===== config.mk =====
export PLATFORM = sky130hd
export DESIGN_NAME = majority_vote_filter
export DESIGN_NICKNAME = d
export VERILOG_FILES = /design/src/rtl/maj_pkg.sv /design/src/rtl/maj_popcount.sv /design/src/rtl/majority_vote_filter.sv
export SDC_FILE = /design/constraint.sdc
export NUM_CORES = 1
export LEC_CHECK = 0
export BUFFER_PORTS_ARGS = -buffer_cell sky130_fd_sc_hd__buf_4
export CAP_MARGIN = 30
export CORE_AREA = 2 2 39 41
export CTS_BUF_LIST = sky130_fd_sc_hd__clkbuf_2
export DETAILED_ROUTE_END_ITERATION = 6
export DIE_AREA = 0 0 41 43
export GPL_TIMING_DRIVEN = 0
export SETUP_SLACK_MARGIN = 0.5
export SLEW_MARGIN = 10
export SYNTH_ARGS = -nofsm -noshare
export SYNTH_HDL_FRONTEND = slang
export SYNTH_HIERARCHICAL = 1
export SYNTH_SLANG_ARGS = --single-unit

===== constraint.sdc =====
create_clock -name clk -period 2.9 [get_ports clk]
set_input_delay 0.435 -clock clk [delete_from_list [all_inputs] [get_ports clk]]
set_output_delay 0.435 -clock clk [all_outputs]
set_load 0.03 [all_outputs]

===== src/rtl/maj_pkg.sv =====
// Shared types and helpers for the majority vote filter: FSM encoding, count width, hold counter width.
package maj_pkg;

   localparam int HOLD_W = 8;

   typedef enum logic [1:0] {
      IDLE  = 2'd0,
      TRACK = 2'd1,
      PEND  = 2'd2
   } maj_state_e;

   function automatic int maj_cw(input int n);
      return $clog2(n + 1);
   endfunction

endpackage


===== src/rtl/maj_popcount.sv =====
// Combinational popcount of N channel bits as a balanced adder tree; zero latency, no flow control.
module maj_popcount
   import maj_pkg::*;
#(
   parameter int  N  = 5,
   localparam int CW = maj_cw(N)
) (
   input  logic [N-1:0]  x,
   output logic [CW-1:0] cnt
);

   // Leaves padded to a power of two so every tree level halves cleanly.
   localparam int P = 1 << $clog2(N);

   logic [P-1:0]  xp;
   logic [CW-1:0] lvl [P];

   always_comb begin
      xp = P'(x);
      for (int i = 0; i < P; i++) begin
         lvl[i] = CW'(xp[i]);
      end
      for (int w = P / 2; w >= 1; w = w / 2) begin
         for (int i = 0; i < w; i++) begin
            lvl[i] = lvl[2 * i] + lvl[2 * i + 1];
         end
      end
      cnt = lvl[0];
   end

endmodule


===== src/rtl/majority_vote_filter.sv =====
// M-of-N voter with HOLD-sample persistence filter; 2-cycle latency, 1 sample/cycle, no backpressure.
// Sticky per-channel miscompare flags are built only when MAJ_DISAGREE_EN is defined.
module majority_vote_filter
   import maj_pkg::*;
#(
   parameter int  N      = 5,
   parameter int  THRESH = N / 2 + 1,
   parameter int  HOLD   = 1,
   localparam int CW     = maj_cw(N)
) (
   input  logic          clk,
   input  logic          rst,
   input  logic          in_valid,
   input  logic [N-1:0]  x,
   input  logic          clr_disagree,
   output logic [CW-1:0] count,
   output logic          z,
   output logic          z_valid,
   output logic [N-1:0]  disagree
);

   if (N < 1 || N > 32) begin : g_bad_n
      $error("majority_vote_filter: N must be in 1..32");
   end
   if (THRESH < 1 || THRESH > N) begin : g_bad_thresh
      $error("majority_vote_filter: THRESH must be in 1..N");
   end
   if (HOLD < 1 || HOLD > 255) begin : g_bad_hold
      $error("majority_vote_filter: HOLD must be in 1..255");
   end

   localparam logic [CW-1:0]     THRESH_C = CW'(THRESH);
   localparam logic [HOLD_W-1:0] HOLD_C   = HOLD_W'(HOLD);

   logic [CW-1:0] pop;
   logic [CW-1:0] cnt_q;
   logic          raw_q;
   logic          v1_q;

   maj_popcount #(.N(N)) u_pop (
      .x   (x),
      .cnt (pop)
   );

   always_ff @(posedge clk) begin
      if (rst) begin
         cnt_q <= '0;
         raw_q <= 1'b0;
         v1_q  <= 1'b0;
      end else begin
         v1_q <= in_valid;
         if (in_valid) begin
            cnt_q <= pop;
            raw_q <= (pop >= THRESH_C);
         end
      end
   end

   maj_state_e        state_q;
   logic [HOLD_W-1:0] hold_cnt_q;
   logic              z_q;
   logic              z_valid_q;

   // Non-valid cycles leave state and hold_cnt untouched, so gaps never reset persistence.
   always_ff @(posedge clk) begin
      if (rst) begin
         state_q    <= IDLE;
         hold_cnt_q <= '0;
         z_q        <= 1'b0;
         z_valid_q  <= 1'b0;
      end else begin
         z_valid_q <= v1_q;
         if (v1_q) begin
            case (state_q)
               IDLE: begin
                  z_q     <= raw_q;
                  state_q <= TRACK;
               end
               TRACK: begin
                  if (raw_q != z_q) begin
                     if (HOLD == 1) begin
                        z_q <= raw_q;
                     end else begin
                        hold_cnt_q <= HOLD_W'(1);
                        state_q    <= PEND;
                     end
                  end
               end
               PEND: begin
                  if (raw_q == z_q) begin
                     hold_cnt_q <= '0;
                     state_q    <= TRACK;
                  end else if (hold_cnt_q + HOLD_W'(1) == HOLD_C) begin
                     z_q        <= raw_q;
                     hold_cnt_q <= '0;
                     state_q    <= TRACK;
                  end else begin
                     hold_cnt_q <= hold_cnt_q + HOLD_W'(1);
                  end
               end
               default: state_q <= IDLE;
            endcase
         end
      end
   end

   assign count   = cnt_q;
   assign z       = z_q;
   assign z_valid = z_valid_q;

`ifdef MAJ_DISAGREE_EN
   logic [N-1:0] x_q;
   logic [N-1:0] disagree_q;
   logic [N-1:0] disagree_d;

   // A miscompare in the same cycle as a clear takes priority over the clear.
   always_comb begin
      disagree_d = clr_disagree ? '0 : disagree_q;
      if (v1_q) begin
         disagree_d = disagree_d | (x_q ^ {N{raw_q}});
      end
   end

   always_ff @(posedge clk) begin
      if (rst) begin
         x_q        <= '0;
         disagree_q <= '0;
      end else begin
         if (in_valid) begin
            x_q <= x;
         end
         disagree_q <= disagree_d;
      end
   end

   assign disagree = disagree_q;
`else
   logic unused_clr;
   assign unused_clr = clr_disagree;
   assign disagree   = '0;
`endif

endmodule


# ---- Word level (Yosys, flattened, before mapping)
# Cells that the tools add are included.
dict set report classes {
  add_sub_neg 5
  magnitude_cmp 1
  n_eq_ne 9
  mux 9
  bitwise 1
  n_reduce_logical 5
}
# op count
set ops {}
lappend ops {{$mux W8} 2}
lappend ops {{$add A8 B1 Y8 const B} 1}
lappend ops {{$eq A8 B1 Y1 const B} 1}
lappend ops {{$ne A2 B2 Y1 const B} 3}
lappend ops {{$pmux W2 S3} 1}
lappend ops {{$reduce_and A5 Y1} 1}
lappend ops {{$add A1 B1 Y2} 2}
lappend ops {{$mux W2} 2}
lappend ops {{$add A3 B1 Y3} 1}
lappend ops {{$add A3 B3 Y3} 1}
lappend ops {{$ge A3 B2 Y1 const B} 1}
lappend ops {{$mux W1} 3}
lappend ops {{$ne A3 B3 Y1 const B} 1}
lappend ops {{$pmux W1 S3} 1}
lappend ops {{$reduce_and A3 Y1} 1}
lappend ops {{$reduce_bool A3 Y1} 1}
lappend ops {{$eq A2 B1 Y1 const B} 1}
lappend ops {{$eq A2 B2 Y1 const B} 1}
lappend ops {{$logic_not A2 Y1} 1}
lappend ops {{$reduce_and A2 Y1} 1}
lappend ops {{$eq A1 B1 Y1} 1}
lappend ops {{$ne A1 B1 Y1} 1}
lappend ops {{$not A1 Y1} 1}
dict set report totals {
  regBits 17
  inputBits 9
  out_inout_bits 10
  elab_cells 37
}

# ---- Longest topological paths before layout
dict set report depth {
  depth_word 5
  depth_mapped 7
}

# ---- Modules after synthesis
# Netlist, hierarchy kept.
# module n_inst cells_each area_each_um2 seq_area_each_um2
set by_module_without_submodules {}
lappend by_module_without_submodules {majority_vote_filter 1 27 284.0 140.1}
lappend by_module_without_submodules {maj_popcount 1 8 71.3 0.0}

# ---- Least setup slack after synthesis
# OpenSTA, ideal clock, no wires.
dict set report synth_timing {
  path_kind {input to register}
  start {in x[0]}
  end {reg raw_q}
  setup_ps 122
  t_arrival_ps 1894
  required_ps 2778
  slack_ps 884
  cell_stages 7
  path_buffers 0
  path_cell_list {inv_1 -> fa_1 -> inv_1 -> fa_1 -> ha_1 -> a21oi_1 -> a211oi_2}
}
dict set report synth_via {
  elab_chain_cells 4
}
# element line_no
set synth_lines {}
lappend synth_lines {{from (decl)} majority_vote_filter.sv:14} ;# input logic [N-1:0] x,
lappend synth_lines {{$add A1 B1 Y2} maj_popcount.sv:25} ;# lvl[i] = lvl[2 * i] + lvl[2 * i + 1];
lappend synth_lines {{$add A3 B3 Y3} maj_popcount.sv:25}
lappend synth_lines {{$add A3 B1 Y3} maj_popcount.sv:25}
lappend synth_lines {{named net pop[1]} majority_vote_filter.sv:35} ;# logic [CW-1:0] pop;
lappend synth_lines {{$ge A3 B2 Y1} majority_vote_filter.sv:54} ;# raw_q <= (pop >= THRESH_C);
lappend synth_lines {{to (signal assigned)} majority_vote_filter.sv:54}
lappend synth_lines {{to (decl)} majority_vote_filter.sv:37} ;# logic raw_q;
# The timed path passes the listed nets, and every way through them passes these cells.
# A chain may end at the register's enable or synchronous reset.

# ---- Final worst setup path
# Ends and elaborated chain as after synthesis.

==> results.md <==
* Crit Path Max Fanout at 2
* Layout Skew at 0.00208 ns
* Clock buffer depth at 2
* GRT Residual Overflow at 0
* Commonest non-fill, non-tap cell in the layout: buf_4
* Multi-input logic area at 163 um^2
* HPWL Detailed at 434 um
* Synthesized cell area at 355 um^2
* CTS tree: yes
* Setup TNS at 0 ns
* Peak supply drop at 0.000217 V
* Critical Path AT at 2.06 ns
* Initial antenna violation count at 0
* Placed Instances at 66
* Routed via count at 252
* CTS sink count at 7
* Leak Pwr at 0.266 nW
* # port buffers at 11
* Final wirelength at 507 um
* RSZ-0062 raised after global routing: no
* Die height at 43 um
* Total setup buffers inserted after CTS at 0
* Register area at 140 um^2
* Hold Crit Class: in2reg
* Crit path launch type: primary input
* Synth area leaders: dfxtp_1 39%, fa_1 11%, mux2i_1 11%
* Required time of the critical path at 3.05 ns
* Fin. Hold Viols at 0
* Row count at 14
* Switching pwr at 0.0000769 W
* Post-detailed-route via-to-cell ratio at 3.60
* Finished Layout Cells at 70
* Layout Nets at 67
* Fin. max-slew vios at 0
* Yosys warns at 6
* Clock power share at 28.4%
* Final period utilization at 66.0%
* Wirelength per Cell at 7.24 um
* Hold slack at 0.420 ns
* WS Path Type: in2reg
* Mapped Cells at 35
* #FFs+latches synth at 7
* Tot GR Track Use at 8.27%
* Sw Share at 30.9%
* Vias in the first global route at 221
* Top Ports at 19
* Die Wd at 41 um
* Achievable Freq at 523 MHz
* Layout cells sized above 1 at 42.6%
* Crit path time final at 1.91 ns
* Sequential power share at 43.2%
* Crit. End Element: register
* CTS root buf: clkbuf_2
* GPL Wtd Cong at 0.642
* CTS H-Tree Depth at 1
* Largest net degree at the start of global routing at 8
* DRT Pass-1 Iters at 1
* Post-CTS Hold Fix Bufs at 0
* Total CTS buffers at 3
* Cell taking the most area after synthesis: dfxtp_1
* Final routed DRC violation total at 0
* Synth top area share at 39.4%
* Clk slew on worst S/H paths at 0.07 ns
* Combinational share of power at 28.3%
* Diodes inserted at 0
* Unique masters post-synth at 13
* Status: completed
* Initial Utilization at 25.7%
* Power per cell area at 505 nW/um^2
* Cells resized by post-CTS repair at 0
* Pint at 0.000172 W
* Max_cap viols at 0
* Mapped Avg Cell Area at 10.2 um^2
* Core Region at 1380 um^2
* Area grow syn2layout at 38.7%
* Filler cells at 157
* Die area at 1760 um^2
* Skew-Pair Late Insertion Delay at 0.23 ns
* Most frequent cells in the layout: 16 x buf_4, 7 x dfxtp_1, 5 x conb_1, 5 x inv_1
* Global-route wire length before repair at 883 um
* Antenna Nets Post-Route at 0
* Post-synthesis sequential area ratio at 39.4%
* Final setup violation count at 0
* First DRT Iteration DRCs at 0
-- power by group through the flow --
stage                     clock network, W  logic (W)  registers [W]
after floorplan                          0  0.0000396       0.000120
after global placement                   0  0.0000704       0.000110
after detailed placement                 0  0.0000708       0.000110
after CTS                        0.0000761  0.0000709       0.000108
after global routing             0.0000818  0.0000778       0.000108
final                            0.0000707  0.0000704       0.000108
-- state kept, by name, summed over array words and instances, names as in the netlist --
signal   count
z            1
count        3
raw_q        1
v1_q         1
z_valid      1
-- final timing paths --
check / start / endpoint / slack (ns) / cells past startpoint
worst min register to register: v1_q / z_valid / 0.48 / 1
worst max register to register: v1_q / z / 2.23 / 2
worst min-delay path: in_valid / raw_q / 0.42 / 2
worst max-delay path: x[0] / raw_q / 0.99 / 8
-- metrics by stage --
step | setup WS, ns | total power, W | instance area, um^2 | util [%]
after detailed placement | 0.741 | 0.000181 | 473 | 34.2
after floorplan | 0.884 | 0.000159 | 370 | -
after global placement | 0.744 | 0.000180 | 473 | 34.2
final | 0.987 | 0.000249 | 493 | 35.6
after CTS | 0.996 | 0.000255 | 493 | 35.6
after global routing | 0.959 | 0.000268 | 493 | 35.6
-- cells in the mapped netlist --
cell and instances:
mux2i_1 4, a211oi_2 1, fa_1 2, a21oi_1 1, nor2_2 1, conb_1 1
nor2_1 4, buf_4 5, ha_1 1, inv_1 5, buf_6 1, nor2b_1 2
dfxtp_1 7
-- final cells by class --
| type | count | area share [%] |
|---|---|---|
| Sequential cell | 7 | 28.4 |
| Clock buffer | 4 | 4.06 |
| Timing Repair Buffer | 11 | 16.8 |
| Tap cell | 16 | 4.06 |
| Inverter | 5 | 3.81 |
| Multi-Input combinational cell | 21 | 33.0 |
| Buffer | 6 | 9.90 |
-- cell families after synthesis --
family | count (synthesis) | synth area share (%)
buffers and inverters | 11 | 19.0
and+or+nand+nor | 7 | 9.51
DFF | 7 | 39.4
muxes | 4 | 11.3
adders and majority gates | 3 | 14.8
AOI/OAI and AO/OA | 2 | 4.93
other | 1 | 1.06
-- layer usage --
layer | vias up | share of wire, % | track usage, %
li1 | 135 | - | -
met1 | 104 | 44 | 9.77
met2 | 11 | 43 | 8.75
met3 | 2 | 12 | 7.85
met4 | 0 | 1.2 | 6.00
met5 | - | 0 | 0
-- critical path, stage by stage --
cell and delay [ns]:
buf_4 0.07, inv_1 0.04, fa_1 0.52, inv_1 0.04
fa_1 0.36, ha_1 0.30, a21oi_1 0.07, a211oi_2 0.21
Power figures use the tool's default switching activity.
